File: src/rtl/sweep_seq_pkg.sv
// Shared types and config-field layout for the sweep sequencer.
// Imported by the interface, the trigger lanes and the top.
package sweep_seq_pkg;

    typedef enum logic [1:0] {
        IDLE = 2'd0,
        RUN  = 2'd1,
        DONE = 2'd2
    } state_e;

    localparam int CFG_BITS  = 3;
    localparam int CFG_INV   = 0;
    localparam int CFG_FIRST = 1;
    localparam int CFG_REST  = 2;

endpackage

File: src/rtl/sweep_sequencer_if.sv
// Config/control and trigger bundle between register block and sequencer.
// master = register side, slave = sequencer.
interface sweep_sequencer_if
    import sweep_seq_pkg::*;
#(
    parameter int NUM_GEN = 2,
    parameter int CNT_W   = 32,
    parameter int TRIG_W  = 24,
    parameter int IDX_W   = 16
);
    logic                        start;
    logic                        abort;
    logic [CNT_W-1:0]            dead_time;
    logic [CNT_W-1:0]            point_time;
    logic [TRIG_W-1:0]           trig_time;
    logic [IDX_W-1:0]            num_points;
    logic [CFG_BITS*NUM_GEN-1:0] gen_cfg;

    logic [NUM_GEN-1:0]          gen_trigger;
    logic                        accumulator_trigger;
    logic                        point_done;
    logic [IDX_W-1:0]            point_index;
    logic                        busy;
    logic                        sweep_done;

    modport master (
        output start, abort, dead_time, point_time,
        output trig_time, num_points, gen_cfg,
        input  gen_trigger, accumulator_trigger, point_done,
        input  point_index, busy, sweep_done
    );

    modport slave (
        input  start, abort, dead_time, point_time,
        input  trig_time, num_points, gen_cfg,
        output gen_trigger, accumulator_trigger, point_done,
        output point_index, busy, sweep_done
    );

endinterface

File: src/rtl/seq_trig_lane.sv
// One generator trigger channel: latched invert/first/rest policy
// applied to the shared gen_active window.
module seq_trig_lane
    import sweep_seq_pkg::*;
(
    input  logic                clk_i,
    input  logic                rst_ni,
    input  logic                load_i,
    input  logic [CFG_BITS-1:0] cfg_i,
    input  logic                gen_active_i,
    input  logic                first_i,
    output logic                trig_o
);

    logic [CFG_BITS-1:0] cfg_q;

    always_ff @(posedge clk_i or negedge rst_ni) begin
        if (!rst_ni) begin
            cfg_q <= '0;
        end else if (load_i) begin
            cfg_q <= cfg_i;
        end
    end

    assign trig_o = cfg_q[CFG_INV] ^
        (gen_active_i & (first_i ? cfg_q[CFG_FIRST] : cfg_q[CFG_REST]));

endmodule

File: src/rtl/sweep_sequencer.sv
// Multi-channel point sweep sequencer: point timing, accumulator gate,
// per-point strobes and sweep completion.
module sweep_sequencer
    import sweep_seq_pkg::*;
#(
    parameter int NUM_GEN = 2,
    parameter int CNT_W   = 32,
    parameter int TRIG_W  = 24,
    parameter int IDX_W   = 16
) (
    input  logic             aclk,
    input  logic             rst,
    sweep_sequencer_if.slave bus
);

    state_e           state_q, state_d;
    logic [CNT_W-1:0] cnt_q, cnt_d;
    logic [CNT_W-1:0] dt_q, dt_d;
    logic [CNT_W-1:0] pt_q, pt_d;
    logic [CNT_W-1:0] tt_q, tt_d;
    logic [IDX_W-1:0] np_q, np_d;
    logic [IDX_W-1:0] idx_q, idx_d;
    logic             first_q, first_d;
    logic             first_r_q, first_r_d;
    logic             act_q, act_d;
    logic             acc_q, acc_d;
    logic             pd_q, pd_d;
    logic             load;
    logic             pt_hit;
    logic             last_pt;
    logic [NUM_GEN-1:0] trig;

    assign pt_hit  = (cnt_q == pt_q);
    assign last_pt = (np_q != '0) && (idx_q == np_q - IDX_W'(1));

    always_comb begin
        state_d   = state_q;
        cnt_d     = cnt_q;
        dt_d      = dt_q;
        pt_d      = pt_q;
        tt_d      = tt_q;
        np_d      = np_q;
        idx_d     = idx_q;
        first_d   = first_q;
        first_r_d = first_r_q;
        act_d     = act_q;
        acc_d     = acc_q;
        pd_d      = pd_q;
        load      = 1'b0;
        unique case (state_q)
            IDLE: begin
                if (bus.start && !bus.abort) begin
                    load    = 1'b1;
                    dt_d    = bus.dead_time;
                    pt_d    = bus.point_time;
                    tt_d    = CNT_W'(bus.trig_time);
                    np_d    = bus.num_points;
                    cnt_d   = '0;
                    idx_d   = '0;
                    first_d = 1'b1;
                    state_d = RUN;
                end
            end
            RUN: begin
                if (bus.abort) begin
                    act_d   = 1'b0;
                    acc_d   = 1'b0;
                    pd_d    = 1'b0;
                    state_d = IDLE;
                end else begin
                    act_d     = (cnt_q < tt_q);
                    acc_d     = (cnt_q > dt_q);
                    pd_d      = pt_hit;
                    first_r_d = first_q;
                    if (pt_hit) begin
                        cnt_d   = '0;
                        first_d = 1'b0;
                        idx_d   = idx_q + IDX_W'(1);
                        if (last_pt) state_d = DONE;
                    end else begin
                        cnt_d = cnt_q + CNT_W'(1);
                    end
                end
            end
            DONE: begin
                // last point's registered outputs were shown this cycle
                act_d   = 1'b0;
                acc_d   = 1'b0;
                pd_d    = 1'b0;
                state_d = IDLE;
            end
            default: state_d = IDLE;
        endcase
    end

    always_ff @(posedge aclk or negedge rst) begin
        if (!rst) begin
            state_q   <= IDLE;
            cnt_q     <= '0;
            dt_q      <= '0;
            pt_q      <= '0;
            tt_q      <= '0;
            np_q      <= '0;
            idx_q     <= '0;
            first_q   <= 1'b0;
            first_r_q <= 1'b0;
            act_q     <= 1'b0;
            acc_q     <= 1'b0;
            pd_q      <= 1'b0;
        end else begin
            state_q   <= state_d;
            cnt_q     <= cnt_d;
            dt_q      <= dt_d;
            pt_q      <= pt_d;
            tt_q      <= tt_d;
            np_q      <= np_d;
            idx_q     <= idx_d;
            first_q   <= first_d;
            first_r_q <= first_r_d;
            act_q     <= act_d;
            acc_q     <= acc_d;
            pd_q      <= pd_d;
        end
    end

    for (genvar g = 0; g < NUM_GEN; g++) begin : g_lane
        seq_trig_lane u_lane (
            .clk_i        (aclk),
            .rst_ni       (rst),
            .load_i       (load),
            .cfg_i        (bus.gen_cfg[g*CFG_BITS +: CFG_BITS]),
            .gen_active_i (act_q),
            .first_i      (first_r_q),
            .trig_o       (trig[g])
        );
    end

    assign bus.gen_trigger         = trig;
    assign bus.accumulator_trigger = acc_q;
    assign bus.point_done          = pd_q;
    assign bus.point_index         = idx_q;
    assign bus.busy                = (state_q != IDLE);
    assign bus.sweep_done          = (state_q == DONE);

endmodule

File: src/flat_wrapper.sv
// flat-port wrapper written by rule: the top's interface ports become plain ports
module sweep_sequencer_flat import sweep_seq_pkg::*;
#(
    parameter int NUM_GEN = 2,
    parameter int CNT_W   = 32,
    parameter int TRIG_W  = 24,
    parameter int IDX_W   = 16
)
  (aclk, rst, bus_start, bus_abort, bus_dead_time, bus_point_time, bus_trig_time, bus_num_points, bus_gen_cfg, bus_gen_trigger, bus_accumulator_trigger, bus_point_done, bus_point_index, bus_busy, bus_sweep_done);
  sweep_sequencer_if #(.NUM_GEN(NUM_GEN), .CNT_W(CNT_W), .TRIG_W(TRIG_W), .IDX_W(IDX_W)) bus_i ();
  input  logic aclk;
  input  logic rst;
  input wire logic [$bits(bus_i.start)-1:0] bus_start;
  input wire logic [$bits(bus_i.abort)-1:0] bus_abort;
  input wire logic [$bits(bus_i.dead_time)-1:0] bus_dead_time;
  input wire logic [$bits(bus_i.point_time)-1:0] bus_point_time;
  input wire logic [$bits(bus_i.trig_time)-1:0] bus_trig_time;
  input wire logic [$bits(bus_i.num_points)-1:0] bus_num_points;
  input wire logic [$bits(bus_i.gen_cfg)-1:0] bus_gen_cfg;
  output wire logic [$bits(bus_i.gen_trigger)-1:0] bus_gen_trigger;
  output wire logic [$bits(bus_i.accumulator_trigger)-1:0] bus_accumulator_trigger;
  output wire logic [$bits(bus_i.point_done)-1:0] bus_point_done;
  output wire logic [$bits(bus_i.point_index)-1:0] bus_point_index;
  output wire logic [$bits(bus_i.busy)-1:0] bus_busy;
  output wire logic [$bits(bus_i.sweep_done)-1:0] bus_sweep_done;
  assign bus_i.start = bus_start;
  assign bus_i.abort = bus_abort;
  assign bus_i.dead_time = bus_dead_time;
  assign bus_i.point_time = bus_point_time;
  assign bus_i.trig_time = bus_trig_time;
  assign bus_i.num_points = bus_num_points;
  assign bus_i.gen_cfg = bus_gen_cfg;
  assign bus_gen_trigger = bus_i.gen_trigger;
  assign bus_accumulator_trigger = bus_i.accumulator_trigger;
  assign bus_point_done = bus_i.point_done;
  assign bus_point_index = bus_i.point_index;
  assign bus_busy = bus_i.busy;
  assign bus_sweep_done = bus_i.sweep_done;
  sweep_sequencer #(.NUM_GEN(NUM_GEN), .CNT_W(CNT_W), .TRIG_W(TRIG_W), .IDX_W(IDX_W)) u_core (.aclk(aclk), .rst(rst), .bus(bus_i));
endmodule
File: config.mk
export PLATFORM = sky130hd
export DESIGN_NAME = sweep_sequencer_flat
export DESIGN_NICKNAME = d
export VERILOG_FILES = /design/src/rtl/sweep_seq_pkg.sv /design/src/rtl/sweep_sequencer_if.sv /design/src/rtl/seq_trig_lane.sv /design/src/rtl/sweep_sequencer.sv /design/src/flat_wrapper.sv
export SDC_FILE = /design/constraint.sdc
export NUM_CORES = 1
export LEC_CHECK = 0
export ABC_AREA = 1
export CAP_MARGIN = 30
export CORE_MARGIN = 4
export CORE_UTILIZATION = 55
export DETAILED_ROUTE_END_ITERATION = 8
export GPL_TIMING_DRIVEN = 0
export PLACE_DENSITY = 0.81
export SYNTH_ARGS = -nofsm -noshare
export SYNTH_HDL_FRONTEND = slang
export SYNTH_SLANG_ARGS = --single-unit
File: constraint.sdc
create_clock -name aclk -period 2.5 [get_ports aclk]
set_input_delay 0.25 -clock aclk [delete_from_list [all_inputs] [get_ports aclk]]
set_output_delay 0.25 -clock aclk [all_outputs]
set_load 0.005 [all_outputs]
==> results.yml <==
global_route:
  grt_pass1_wl_um: 41900
  grtUsageTotal_pct: 27.2
  gr-total-overflow: 0
  grt_max_degree: 108
  grt_pass1_vias: 8460
  antenna_found_initial: 0
synth:
  synthDistinctLibCells: 43
  synth_xor_area_share_pct: 4.99
  synthSimpleGateAreaFrac_pct: 25.4
  synth_top_family_by_area: "simple AND/OR/NAND/NOR gates"
  muxShareOfSynthArea_pct: 0
  synth_compound_area_share_pct: 10.2
  netlist_area_mm2: 0.00943
  ys_seq_elements: 165
  yosysWarnings: 0
  synthAdderAreaFrac_pct: 8.09
  ys_seq_area_share_pct: 43.8
  synthCells: 1217
  avgSynthCellArea_um2: 7.75
  synth_nets: 1392
setup_path:
  worst-endpoint-required_ns: 2.80
  cp_max_fo: 10
  crit_path_cell_trace: "inv_1 > ha_2 > inv_2 > nor3_4 > clkbuf_1 > clkbuf_2 > o21ai_0"
  cp.arrival_ns: 2.68
  cp-end-kind: "flip-flop"
  cp_slowest_stage_delay_ns: 0.51
  crit_path_start_kind: "flip-flop"
  crit_slowest_cell: "clkbuf_1"
  worstSetupPathType: "flip-flop to flip-flop"
drt:
  drtIter0Drc: 711
  first_pass_iters: 5
  viasPerCell: 5.44
  ant_nets: 0
  wire_per_inst_um: 16.3
  drc: 0
  vias: 8740
  drt_wl_total_um: 26300
cells_and_area:
  fin_util_pct: 70.3
  layout.cells.non_filler: 1608
  n_fill_cell: 1337
  n_antenna_cell: 0
  design_area_mm2: 0.0117
  drive_gt1_share_pct: 6.05
  fin_nets: 1550
  syn_to_final_growth_pct: 24.5
power_and_ir_drop:
  p_per_area_mw_per_mm2: 967
  total_power_w: 0.0113
  leakage_nw: 5.51
  ir_worst_vdd_uv: 653
placed_design:
  place.gp.congestion: 0.962
  place_area_mm2: 0.0111
  hpwl_um: 19400
  placedCellCount: 1573
  portBuffers: 135
clock_tree:
  root_buffer: "clkbuf_16"
  cts_sinks: 165
  clkTransAtPathRegs_ns: 0.07
  numCtsBuffers: 17
  cts_buffer_depth: 2
  htreeDepth: 4
  cts_tree: "done"
  clk_latency_ns: 0.44
die:
  die_w_um: 139
  io_pins: 136
  die_area_mm2: 0.0193
  rows: 47
  fp.dieH_um: 139
  initial_utilization_pct: 56.5
  coreArea_mm2: 0.0167
sta:
  fin_tns_setup_ns: 0
  post-route-period-util_pct: 95.3
  max_freq_mhz: 420
  skew_ns: 0.00999
  setup-violations-final: 0
  final.min_clock_period_ns: 2.38
  hold_violations: 0
  tightest_slew_ns: 0.595
  slew_viol_final: 0
  relSlewSlack_pct: 60.0
job:
  drv_cap: 0
status:
  outcome: "finished, final reports clean"
hold_path:
  hold_class: "input port to async pin"
## cells by family after synthesis
logic type | after synthesis
and+or+nand+nor | 576
buffers and inverters | 184
AOI/OAI and AO/OA | 179
DFF | 165
adders and majority gates | 61
xor gates and xnor gates | 52
## cell type report
cell class	instances	area (µm²)	area share (%)
clock buffers	19	443	3.77
plain buffers	33	153	1.30
repair buffers	139	1410	12.0
inverters	151	567	4.83
multi-input cells	868	4630	39.4
clock inverters	13	133	1.13
well taps	220	275	2.35
flip-flops and latches	165	4130	35.2
## cells in the final DEF, fill, tap and decap left out, types with 31 or more instances in the layout
cell type,n
a21oi_1,39
clkdlybuf4s50_1,134
dfrtp_1,165
ha_1,59
inv_1,141
nand2_1,367
nand3_1,42
nor2_1,100
o21ai_0,111
xnor2_1,31
## report_power, final
| group | internal (W) | switching (W) | total [W] | leakage, nW |
|---|---|---|---|---|
| clock network | 0.00149 | 0.00111 | 0.00260 | 0.275 |
| logic | 0.00171 | 0.00284 | 0.00455 | 3.12 |
| registers | 0.00361 | 0.000591 | 0.00420 | 2.12 |
| total | 0.00681 | 0.00454 | 0.0113 | 5.51 |
## cells in the mapped netlist
| master | count | share of area [%] |
|---|---|---|
| o31ai_1 | 4 | 0.32 |
| o21a_1 | 3 | 0.24 |
| buf_4 | 3 | 0.24 |
| or2_0 | 1 | 0.066 |
| inv_2 | 9 | 0.36 |
| nor2_1 | 100 | 4.0 |
| nand3b_1 | 2 | 0.16 |
| inv_1 | 141 | 5.6 |
| o21bai_1 | 2 | 0.16 |
| and2_1 | 1 | 0.066 |
| buf_1 | 3 | 0.12 |
| xor3_1 | 1 | 0.25 |
| ha_1 | 61 | 8.1 |
| nor2_4 | 3 | 0.36 |
| nor3b_2 | 1 | 0.13 |
| clkinv_1 | 1 | 0.040 |
| a221oi_1 | 1 | 0.093 |
| nor4_1 | 6 | 0.40 |
| buf_2 | 6 | 0.32 |
| nor2_2 | 7 | 0.46 |
| nor3_2 | 1 | 0.11 |
| o21ai_1 | 4 | 0.21 |
| o21ai_0 | 111 | 5.9 |
| clkbuf_1 | 21 | 0.84 |
| nand2_2 | 5 | 0.33 |
| o221a_2 | 1 | 0.12 |
| xnor2_1 | 32 | 3.0 |
| xor2_1 | 19 | 1.8 |
| o22ai_1 | 1 | 0.066 |
| nor3_1 | 15 | 0.80 |
| dfrtp_1 | 165 | 44 |
| nand2_1 | 368 | 15 |
| nor3b_1 | 3 | 0.24 |
| nand3_1 | 42 | 2.2 |
| a31oi_1 | 4 | 0.27 |
| o211a_1 | 2 | 0.21 |
| a21oi_1 | 39 | 2.1 |
| a211oi_1 | 4 | 0.32 |
| o21ai_2 | 2 | 0.19 |
| or2_2 | 1 | 0.066 |
| or4_1 | 1 | 0.080 |
| nand4_1 | 19 | 1.3 |
| a21o_1 | 1 | 0.080 |
## flip-flops by register name, indices dropped and copies added (netlist names)
register	count
u_core.first_r_q	1
u_core.pt_q	32
u_core.bus.point_done	1
u_core.np_q	16
u_core.first_q	1
u_core.cnt_q	32
u_core.state_q	2
u_core.act_q	1
u_core.tt_q	24
u_core.bus.point_index	16
u_core.dt_q	32
u_core.bus.accumulator_trigger	1
u_core.g_lane.u_lane.cfg_q	6
## through the flow
step                      hold WS, ns  worst slack (ns)
after floorplan               -0.0456             0.601
after global placement          0.451             -5.49
after detailed placement        0.212            -0.402
after CTS                       0.339            0.0717
after global routing            0.353           -0.0438
final                           0.339             0.119
## worst paths after layout
| path | from | to | slack (ns) | depth (start not counted) |
|---|---|---|---|---|
| setup / recovery | u_core.state_q[1]$_DFFE_PN0P_ | u_core.tt_q[20]$_DFFE_PN0P_ | 0.12 | 7 |
| hold / removal | rst | u_core.dt_q[18]$_DFFE_PN0P_ | 0.34 | 2 |
| setup reg to reg | u_core.state_q[1]$_DFFE_PN0P_ | u_core.tt_q[20]$_DFFE_PN0P_ | 0.12 | 7 |
| hold reg to reg | u_core.g_lane[0].u_lane.cfg_q[1]$_DFFE_PN0P_ | u_core.g_lane[0].u_lane.cfg_q[1]$_DFFE_PN0P_ | 0.47 | 2 |
| max in group asynchronous | rst | u_core.np_q[3]$_DFFE_PN0P_ | 1.27 | 3 |
| min in group aclk | bus_num_points[7] | u_core.np_q[7]$_DFFE_PN0P_ | 0.35 | 3 |
## repair_timing
item	CTS	global route
endpoints found under the hold margin	58	0
resized for setup	7	8
pin swaps	0	4
setup buffers	0	2
cloned	0	0
setup endpoints to repair	76	38
hold buffers	1	0
## worst max-delay path: cells and delay by family (launching register included)
| kind | cells | cell delay, ns |
|---|---|---|
| and+or+nand+nor | 1 | 0.37 |
| DFF | 1 | 0.39 |
| AOI/OAI and AO/OA | 1 | 0.15 |
| buffers and inverters | 4 | 1.10 |
| adders and majority gates | 1 | 0.21 |
## metal layers
| metal | part of all wire (%) | up-vias | wire length [µm] | track usage, % |
|---|---|---|---|---|
| met2 | 48 | 355 | 12500 | 44.8 |
| met5 | 0 | - | 0 | 0 |
| met1 | 42 | 4109 | 11000 | 36.1 |
| li1 | - | 4216 | - | - |
| met4 | 2.5 | 0 | 662 | 9.47 |
| met3 | 8.1 | 60 | 2120 | 5.38 |
Note: power is estimated with default switching activity, not from simulation.
